**src/rtl/pipes_pkg.sv**
```systemverilog
// Shared execute-stage pipe definitions: datapath width default and the
// divider state encoding.
package pipes;

    localparam int DEFAULT_WIDTH = 64;

    typedef enum logic [1:0] {
        IDLE,
        BUSY,
        FIX,
        DONE
    } div_state_t;

endpackage

```
**src/rtl/div_step.sv**
```systemverilog
// One restoring-division iteration: shift in the next dividend bit, trial
// subtract the divisor, keep the difference only when it does not borrow.
module div_step #(
    parameter int WIDTH = 64
) (
    input  logic [WIDTH-1:0] rem_i,
    input  logic             dvd_msb_i,
    input  logic [WIDTH-1:0] dvs_i,
    output logic [WIDTH-1:0] rem_o,
    output logic             q_bit_o
);

    logic [WIDTH:0]   trial;
    logic [WIDTH-1:0] diff;

    // The trial value is WIDTH+1 bits, so the borrow is an explicit compare.
    // When it does not borrow the true difference is below 2^WIDTH, so the
    // WIDTH-bit subtraction is exact.
    always_comb begin
        trial   = {rem_i, dvd_msb_i};
        q_bit_o = (trial >= {1'b0, dvs_i});
        diff    = trial[WIDTH-1:0] - dvs_i;
        rem_o   = q_bit_o ? diff : trial[WIDTH-1:0];
    end

endmodule

```
**src/rtl/divider.sv**
```systemverilog
// Iterative restoring divider, one quotient bit per cycle, RISC-V DIV/DIVU/REM/REMU
// results. Optional macro DIVIDER_FASTPATH_EN short-cuts divide-by-zero and signed overflow.
module divider
    import pipes::*;
#(
    parameter int WIDTH = DEFAULT_WIDTH,
    parameter int CNT_W = $clog2(WIDTH + 1)
) (
    input  logic             clk,
    input  logic             resetn,
    input  logic             valid,
    input  logic             is_signed,
    input  logic [WIDTH-1:0] srca,
    input  logic [WIDTH-1:0] srcb,
    output logic [WIDTH-1:0] quotient,
    output logic [WIDTH-1:0] remainder,
    output logic             data_ok
);

    div_state_t       state_q, state_d;
    logic [CNT_W-1:0] cnt_q, cnt_d;
    logic [WIDTH-1:0] pr_q, pr_d;    // partial remainder
    logic [WIDTH-1:0] dvd_q, dvd_d;  // dividend, becomes the quotient
    logic [WIDTH-1:0] dvs_q, dvs_d;  // divisor magnitude
    logic             neg_q_q, neg_q_d;
    logic             neg_r_q, neg_r_d;
    logic [WIDTH-1:0] quotient_q, quotient_d;
    logic [WIDTH-1:0] remainder_q, remainder_d;
    logic             data_ok_q, data_ok_d;

    logic [WIDTH-1:0] mag_a, mag_b;
    logic [WIDTH-1:0] step_rem;
    logic             step_q;
`ifdef DIVIDER_FASTPATH_EN
    localparam logic [WIDTH-1:0] MOST_NEG = {1'b1, {(WIDTH-1){1'b0}}};
    logic             special;
`endif

    div_step #(.WIDTH(WIDTH)) u_step (
        .rem_i     (pr_q),
        .dvd_msb_i (dvd_q[WIDTH-1]),
        .dvs_i     (dvs_q),
        .rem_o     (step_rem),
        .q_bit_o   (step_q)
    );

    // NOTE: every always_comb output gets a default first so no path leaves
    // it unassigned and infers a latch.
    always_comb begin
        state_d     = state_q;
        cnt_d       = cnt_q;
        pr_d        = pr_q;
        dvd_d       = dvd_q;
        dvs_d       = dvs_q;
        neg_q_d     = neg_q_q;
        neg_r_d     = neg_r_q;
        quotient_d  = quotient_q;
        remainder_d = remainder_q;
        data_ok_d   = 1'b0;

        // Negating the most-negative value yields itself, read as unsigned 2^(WIDTH-1).
        mag_a = (is_signed && srca[WIDTH-1]) ? (~srca + 1'b1) : srca;
        mag_b = (is_signed && srcb[WIDTH-1]) ? (~srcb + 1'b1) : srcb;
`ifdef DIVIDER_FASTPATH_EN
        special = (srcb == '0) || (is_signed && (srca == MOST_NEG) && (srcb == '1));
`endif

        unique case (state_q)
            IDLE: begin
                if (valid) begin
                    dvd_d   = mag_a;
                    dvs_d   = mag_b;
                    pr_d    = '0;
                    cnt_d   = '0;
                    neg_q_d = is_signed & (srca[WIDTH-1] ^ srcb[WIDTH-1]) & (srcb != '0);
                    neg_r_d = is_signed & srca[WIDTH-1];
                    state_d = BUSY;
`ifdef DIVIDER_FASTPATH_EN
                    // Preload what the full iteration would leave behind.
                    if (special) begin
                        dvd_d   = (srcb == '0) ? '1 : mag_a;
                        pr_d    = (srcb == '0) ? mag_a : '0;
                        state_d = FIX;
                    end
`endif
                end
            end
            BUSY: begin
                if (!valid) begin
                    state_d = IDLE;
                end else begin
                    pr_d  = step_rem;
                    dvd_d = {dvd_q[WIDTH-2:0], step_q};
                    cnt_d = cnt_q + CNT_W'(1);
                    if (cnt_q == CNT_W'(WIDTH - 1)) begin
                        state_d = FIX;
                    end
                end
            end
            FIX: begin
                if (!valid) begin
                    state_d = IDLE;
                end else begin
                    quotient_d  = neg_q_q ? (~dvd_q + 1'b1) : dvd_q;
                    remainder_d = neg_r_q ? (~pr_q + 1'b1) : pr_q;
                    data_ok_d   = 1'b1;
                    state_d     = DONE;
                end
            end
            DONE: begin
                // A request still held high from the finished operation must not restart.
                state_d = IDLE;
            end
            default: state_d = IDLE;
        endcase
    end

    // NOTE: sequential state uses non-blocking assignments only, so every
    // flop samples the pre-edge values regardless of statement order.
    always_ff @(posedge clk or negedge resetn) begin
        if (!resetn) begin
            state_q     <= IDLE;
            cnt_q       <= '0;
            pr_q        <= '0;
            dvd_q       <= '0;
            dvs_q       <= '0;
            neg_q_q     <= 1'b0;
            neg_r_q     <= 1'b0;
            quotient_q  <= '0;
            remainder_q <= '0;
            data_ok_q   <= 1'b0;
        end else begin
            state_q     <= state_d;
            cnt_q       <= cnt_d;
            pr_q        <= pr_d;
            dvd_q       <= dvd_d;
            dvs_q       <= dvs_d;
            neg_q_q     <= neg_q_d;
            neg_r_q     <= neg_r_d;
            quotient_q  <= quotient_d;
            remainder_q <= remainder_d;
            data_ok_q   <= data_ok_d;
        end
    end

    assign quotient  = quotient_q;
    assign remainder = remainder_q;
    assign data_ok   = data_ok_q;

endmodule

```
**config.mk**
```make
export PLATFORM = sky130hd
export DESIGN_NAME = divider
export DESIGN_NICKNAME = d
export VERILOG_FILES = /design/src/rtl/pipes_pkg.sv /design/src/rtl/div_step.sv /design/src/rtl/divider.sv
export SDC_FILE = /design/constraint.sdc
export NUM_CORES = 1
export LEC_CHECK = 0
export BUFFER_PORTS_ARGS = -buffer_cell sky130_fd_sc_hd__buf_2
export CORE_ASPECT_RATIO = 1.75
export CORE_MARGIN = 10
export CORE_UTILIZATION = 40
export DETAILED_ROUTE_END_ITERATION = 8
export GPL_TIMING_DRIVEN = 0
export PLACE_DENSITY = 0.57
export SLEW_MARGIN = 20
export SYNTH_ARGS = -nofsm -noshare
export SYNTH_HDL_FRONTEND = slang
export SYNTH_SLANG_ARGS = --single-unit
```
**constraint.sdc**
```tcl
create_clock -name clk -period 4.05 [get_ports clk]
set_clock_uncertainty 0.2 [all_clocks]
set_input_delay 0.81 -clock clk [delete_from_list [all_inputs] [get_ports clk]]
set_output_delay 0.81 -clock clk [all_outputs]
set_load 0.01 [all_outputs]
```
==> impl_metrics.tcl, run 1 <==
set metrics [dict create \
    setup_ws_ns -0.0170 \
    die-area_sq_um 65900 \
    grt_usage_pct 25.6 \
    muxShareOfSynthArea_pct 1.44 \
    seq_area_frac_synth_pct 37.3 \
    hp-class "input port to async pin" \
    timing.final.crit_share_pct 100 \
    yosys-top-cells-area "dfrtp_1, o21ai_0, xor2_1" \
    cts_tree "done" \
    slowest_delay_ns 0.94 \
    design.portCount 261 \
    clk_latency_ns 0.55 \
    hold_viol 0 \
    htreeDepth 2 \
    drcViolationCount 0 \
    cts_sinks 332 \
    yosys-top-cells-count "nand2_1, o21ai_0, dfrtp_1" \
    synth_compound_area_share_pct 22.7 \
    ys_types 81 \
    violations "setup timing" \
    fin_nets 3219 \
    r2r_setup_slack_ns -0.02 \
    dp_hpwl_um 71100 \
    chipWidth_um 198 \
    path_depth 12 \
    synth_ff_type "dfrtp_1" \
    crit_path_end "pr_q[53]$_DFFE_PN0P_" \
    critPathArrivalTime_ns 4.28 \
    fin_total_pwr_mw 16.9 \
    synthSimpleGateAreaFrac_pct 18.4 \
    status "finished, violations left" \
    cap_violations 0 \
    synthAdderAreaFrac_pct 3.96 \
    timing.rr.start "pr_q[61]$_DFFE_PN0P_" \
    worstPathMaxFanout 10 \
    synthesis.instances 2715 \
    worst-r2r-cell-count 12 \
    yosys.area.top_type "dfrtp_1" \
    path_class "flop to flop" \
    period_needed_ns 4.07 \
    gp_congestion 0.945 \
    crit_chain "ha_1, nand2_1, nor3b_1, and4_1, nand2_1, nor2_1, a2111oi_0, a21boi_4, buf_6, buf_2, a22oi_1, o31ai_1" \
    synthXorXnorAreaFrac_pct 11.9 \
    routed_wl_um 86500 \
    fp.coreArea_sq_um 55200 \
    fp-row-count 114 \
    cts-root-buf "clkbuf_16" \
    p_leak_nw 11.8 \
    grt_max_degree 95 \
    grt_pass1_wl_um 130000 \
    worstMarginPinSlew_ns 1.13 \
    antenna_found_initial 1 \
    die_y_um 332 \
    report.final.slew_viol_count 0 \
    r2r_end "pr_q[53]$_DFFE_PN0P_" \
    power_density_nw_per_um2 650 \
    postSynthAreaPerCell_sq_um 8.21 \
    final_util_pct 47.1 \
    max-slew-margin-rel_pct 24.7 \
    preCtsSetupSlack_ns -1.07 \
    synth_top_family_by_area "compound AO/OA/AOI/OAI gates" \
    startpoint "pr_q[61]$_DFFE_PN0P_" \
    yosysMostFrequentCell "nand2_1" \
    port_buffers 260 \
    ant_nets 0 \
    start_util_pct 40.4 \
    area_delta_synth_final_pct 16.6 \
    dr.pass1.iters 5 \
    num-fill-cells 5535 \
    routedWlPerCell_um 23.1 \
    cts_buffer_depth 3 \
    cp_top_family "simple AND/OR/NAND/NOR gates" \
    syn_nets 2917 \
    startpoint_type "flop" \
    syn_area_sq_um 22300 \
    synth_edf_count 0 \
    ir_drop_uv 314 \
    fmax_mhz 246 \
    drive_above_1_share_pct 13.1 \
    yosysWarningCount 0 \
    critPathRequiredTime_ns 4.26 \
    cts_hold_buf 0 \
    yosys_register_bits 332 \
    grt_pass1_vias 21900 \
    viasPerCell 5.65 \
    endpoint_kind "flop" \
    crit_buf_inv 2 \
    cts_buffers 36 \
    synthArstFlopShare_pct 100 \
    setup_viol 1 \
    via_count 21200 \
    worst_path_most_repeated_cell "nand2_1" \
    cpMaxStageDelayCell "nor3b_1" \
    gr-total-overflow 0 \
    synth.top_cell.area_share_pct 37.3 \
    dpl.cell_count 3675 \
    finalNonFillerCells 3743 \
    drt_iter0_drc 1372 \
    clk_pin_slew_ns 0.07 \
]
## routing by layer
| metal | track usage [%] | wire length, um | vias up | part of all wire [%] |
|---|---|---|---|---|
| met5 | 0 | 0 | - | 0 |
| li1 | - | - | 10200 | - |
| met4 | 14.8 | 5220 | 0 | 6.0 |
| met3 | 2.68 | 3780 | 208 | 4.4 |
| met1 | 27.0 | 31700 | 10100 | 37 |
| met2 | 47.6 | 45700 | 684 | 53 |
## per-stage QoR
stage / hold WS [ns] / setup TNS [ns] / area (sq um)
finish: 0.0769 / -0.0170 / 26000
global route: 0.113 / -0.00662 / 26000
CTS: 0.0762 / 0 / 25900
detailed placement: 0.266 / -63.65 / 24600
global placement: 0.257 / -1534.66 / 24500
floorplan: 0.250 / 0 / 22300
## sequential cells by signal, summed over array words and instances, names as in the netlist
register / flops
data_ok: 1
dvd_q: 64
remainder: 64
cnt_q: 7
pr_q: 64
dvs_q: 64
neg_r_q: 1
state_q: 2
neg_q_q: 1
quotient: 64
## power by group
| part | leakage [nW] | switching, mW | internal, mW |
|---|---|---|---|
| Clock | 0.607 | 1.49 | 2.02 |
| Combinational | 6.74 | 5.50 | 3.21 |
| Sequential | 4.41 | 0.891 | 3.79 |
| Total | 11.8 | 7.87 | 9.02 |
## logic make-up (layout without fill, tap and decap cells)
family,count (synthesis),in the layout
adders and majority gates,70,70
other,0,2
AOI/OAI and AO/OA,859,859
muxes,32,32
and+or+nand+nor,864,864
DFF,332,332
buffers and inverters,256,586
xor gates and xnor gates,302,302
## final cells by class
class                      count  area (sq um)  area share (%)
antenna                        2          5.00          0.0193
clock buffer                  47          1030            3.98
multi-input combinational   2127         13100            50.6
tap                          696           871            3.35
inverter                     100           375            1.44
buffer                       155           613            2.36
timing repair buffer         265          1430            5.50
clock inverter                19           208           0.799
sequential                   332          8310            32.0
## cell usage in the layout, fill, tap and decap left out, types with 38 or more instances in the layout
cell type and n:
nand2_1 422, o21ai_0 404, dfrtp_1 332, buf_2 265, xor2_1 199, a21oi_1 189, clkbuf_1 143, nor2_1 134
xnor2_1 103, inv_1 98, ha_1 68, o31ai_1 67, or3_1 45, nand3_1 43, nor3_1 38, clkbuf_16 38
## what timing repair did
| action | 4_1_cts | 5_1_grt |
|---|---|---|
| endpoints found under the hold margin | 0 | 0 |
| pin swaps | 1 | 0 |
| setup buffers | 1 | 0 |
| setup endpoints to repair | 66 | 70 |
| gates resized for setup | 27 | 13 |
## worst min-delay path by stage
| stage | from | end | slack, ns |
|---|---|---|---|
| 6_report | resetn | dvs_q[8]$_DFFE_PN0P_ | 0.08 |
| 2_1_floorplan | dvs_q[10]$_DFFE_PN0P_ | dvs_q[10]$_DFFE_PN0P_ | 0.25 |
| 3_3_place_gp | quotient[21]$_DFFE_PN0P_ | quotient[21]$_DFFE_PN0P_ | 0.26 |
| 3_5_place_dp | quotient[21]$_DFFE_PN0P_ | quotient[21]$_DFFE_PN0P_ | 0.27 |
| 5_1_grt | resetn | remainder[8]$_DFFE_PN0P_ | 0.11 |
| 4_1_cts | resetn | remainder[8]$_DFFE_PN0P_ | 0.08 |
Note: power is estimated with default switching activity, not from simulation.
==> run 2: changes to the inputs <==
--- a/config.mk
+++ b/config.mk
@@ -15,4 +15,5 @@
 export SLEW_MARGIN = 20
 export SYNTH_ARGS = -nofsm -noshare
 export SYNTH_HDL_FRONTEND = slang
+export SYNTH_HIERARCHICAL = 1
 export SYNTH_SLANG_ARGS = --single-unit
==> run 2 against run 1 <==
Net effect:
- the flow now finishes without violations
- non-clock buffer count grew 8
- sequential cell count is the same
- critical path depth shrank 5
- clock-buffer cell count rose by 4
- sequential share of layout area down 2.0 points
- hold slack gained 0.19 ns
- power decreased by 21%
- area after synthesis up 6.4%
- fmax rose by 1.5%
- synthesized cell count grew 6.7%
- largest cell class unchanged
- highest routed layer is now met5
==> impl_metrics.tcl, run 2 <==
set metrics [dict create \
    syn_area_sq_um 23700 \
    clk_latency_ns 0.57 \
    hold_depth 2 \
    htreeDepth 2 \
    grt_max_degree 94 \
    fin_nets 3401 \
    cts-root-buf "clkbuf_16" \
    port_buffers 260 \
    synth_edf_count 0 \
    p_int_mw 7.85 \
    antenna_found_initial 22 \
    clk_pin_slew_ns 0.06 \
    dp_hpwl_um 81800 \
    grt_pass1_vias 24100 \
    cap_violations 0 \
    yosysWarningCount 6 \
    seqPwrFrac_pct 30.9 \
    timing.final.crit_share_pct 98.9 \
    preCtsSetupSlack_ns -0.460 \
    fmax_mhz 250 \
    worstMarginPinSlew_ns 1.14 \
    yosys-top-cells-area "dfrtp_1, xor2_1, nand2_1" \
    fp.coreArea_sq_um 58900 \
    chipWidth_um 204 \
    path_class "flop to flop" \
    die-area_sq_um 69800 \
    area_delta_synth_final_pct 17.1 \
    drcViolationCount 0 \
    ir_drop_uv 329 \
    cts_tree "done" \
    synth_ff_type "dfrtp_1" \
    critPathRequiredTime_ns 4.30 \
    fp-row-count 118 \
    seq_area_frac_synth_pct 35.0 \
    grt_pass1_wl_um 151000 \
    yosys_register_bits 332 \
    synth.top_cell.area_share_pct 35.0 \
    worst-r2r-cell-count 7 \
    setup_ws_ns 0.0446 \
    critPathArrivalTime_ns 4.25 \
    max-slew-margin-rel_pct 23.9 \
    routed_wl_um 102000 \
    postSynthAreaPerCell_sq_um 8.18 \
    synthesis.instances 2898 \
    yosys-top-cells-count "nand2_1, o21ai_0, dfrtp_1" \
    dpl.cell_count 3946 \
    drt_iter0_drc 1769 \
    routedWlPerCell_um 25.5 \
    ys_types 81 \
    power_density_nw_per_um2 480 \
    viasPerCell 5.90 \
    layout.cells.most_common "nand2_1" \
    layout_common_cells "nand2_1, o21ai_0, dfrtp_1" \
    yosysMostFrequentCell "nand2_1" \
    gp_congestion 1.01 \
    clkPwrFrac_pct 28.5 \
    synthArstFlopShare_pct 100 \
    drive_above_1_share_pct 15.2 \
    startpoint_type "flop" \
    cts_sinks 332 \
    swShare_pct 41.1 \
    via_count 23600 \
    p_leak_nw 12.9 \
    syn_nets 3100 \
    grt_usage_pct 28.6 \
    ant_nets 0 \
    setup_viol 0 \
    design_area_sq_um 27800 \
    report.final.slew_viol_count 0 \
    design.portCount 261 \
    worstPathMaxFanout 10 \
    r2r_setup_slack_ns 0.04 \
    status "finished, final reports clean" \
    cts_buffers 38 \
    hp-class "flop to flop" \
    period_needed_ns 4.01 \
    gr-total-overflow 0 \
    place_area_sq_um 26200 \
    start_util_pct 40.3 \
    endpoint_kind "flop" \
    pwr-share-comb_pct 40.7 \
    finalNonFillerCells 4009 \
    final_util_pct 47.1 \
    hold_ws_ns 0.271 \
    rsz0062_at_grt "no" \
    cts_buffer_depth 3 \
    hold_viol 0 \
    p_switching_mw 5.49 \
    dr.pass1.iters 6 \
    die_y_um 342 \
    yosys.area.top_type "dfrtp_1" \
]
==> run 2: cell types whose count changed after synthesis, moves of 21 or more <==
cell	previous run	this run
nor3_1	38	60
o21ai_0	407	337
or4_1	17	45
nand2_1	423	458
a31oi_1	17	38
a21oi_1	189	164
mux2_4	0	44
nand3_1	43	107
==> run 2: worst paths after layout <==
kind / startpoint / end
setup / recovery: pr_q[10]$_DFFE_PN0P_ / remainder[63]$_DFFE_PN0P_
hold / removal: remainder[47]$_DFFE_PN0P_ / remainder[47]$_DFFE_PN0P_
setup reg to reg: pr_q[10]$_DFFE_PN0P_ / remainder[63]$_DFFE_PN0P_
hold reg to reg: remainder[47]$_DFFE_PN0P_ / remainder[47]$_DFFE_PN0P_
max in group asynchronous: resetn / pr_q[50]$_DFFE_PN0P_
min in group asynchronous: resetn / quotient[41]$_DFFE_PN0P_
==> run 2: kinds of logic after synthesis <==
family                   share of synthesized area, %
AO/OA/AOI/OAI                                    20.2
XOR/XNOR                                         10.9
adder cells (fa/ha/maj)                          3.73
buffers and inverters                            4.55
flip-flops                                       35.0
multiplexers                                     4.28
AND/OR/NAND/NOR                                  21.3
==> run 2: timing repair <==
item / CTS / global route
hold buffers: 1 / 0
pin swaps: 3 / 3
buffers inserted: 2 / 0
endpoints found under the hold margin: 48 / 0
endpoints found under the setup margin: 75 / 56
gates resized for setup: 24 / 23
==> run 2: metal layers <==
metal	GRT usage (%)	vias to the layer above	routed length (um)	share of wire, %
met2	51.1	952	51700	50
li1	-	10900	-	-
met5	0	-	187	0.18
met1	29.0	11400	35900	35
met3	6.24	324	6440	6.3
met4	20.4	28	8150	8.0
==> run 2: cell type report <==
cell class,instances,area (sq um)
fillers,5922,31100
clock buffers,51,1100
flip-flops and latches,332,8310
inverters,107,402
plain buffers,157,656
repair buffers,271,1490
multi-input cells,2292,14600
well taps,780,976
diodes,7,17.5
clock inverters,12,220
==> run 2: through the flow <==
step,power [mW],setup TNS (ns)
3_5_place_dp,9.42,-19.67
4_1_cts,13.3,0
5_1_grt,14.0,0
6_report,13.3,0
2_1_floorplan,7.46,0
3_3_place_gp,9.33,-1648.23
==> run 2: worst max-delay path, stage by stage (launching register included) <==
cell and delay [ns]:
dfrtp_1 0.46, or3_1 0.39, clkbuf_1 0.20, nor4b_4 0.80, nand4_1 0.74, o41ai_2 0.64, xor2_1 0.36, o21ai_1 0.09
==> run 2: power by group through the flow <==
stage	registers, mW	logic (mW)	clock network [mW]
final	4.12	5.42	3.80
after global routing	4.16	5.85	3.97
after CTS	4.11	5.32	3.86
after detailed placement	4.16	5.26	0
after global placement	4.15	5.18	0
after floorplan	4.02	3.43	0
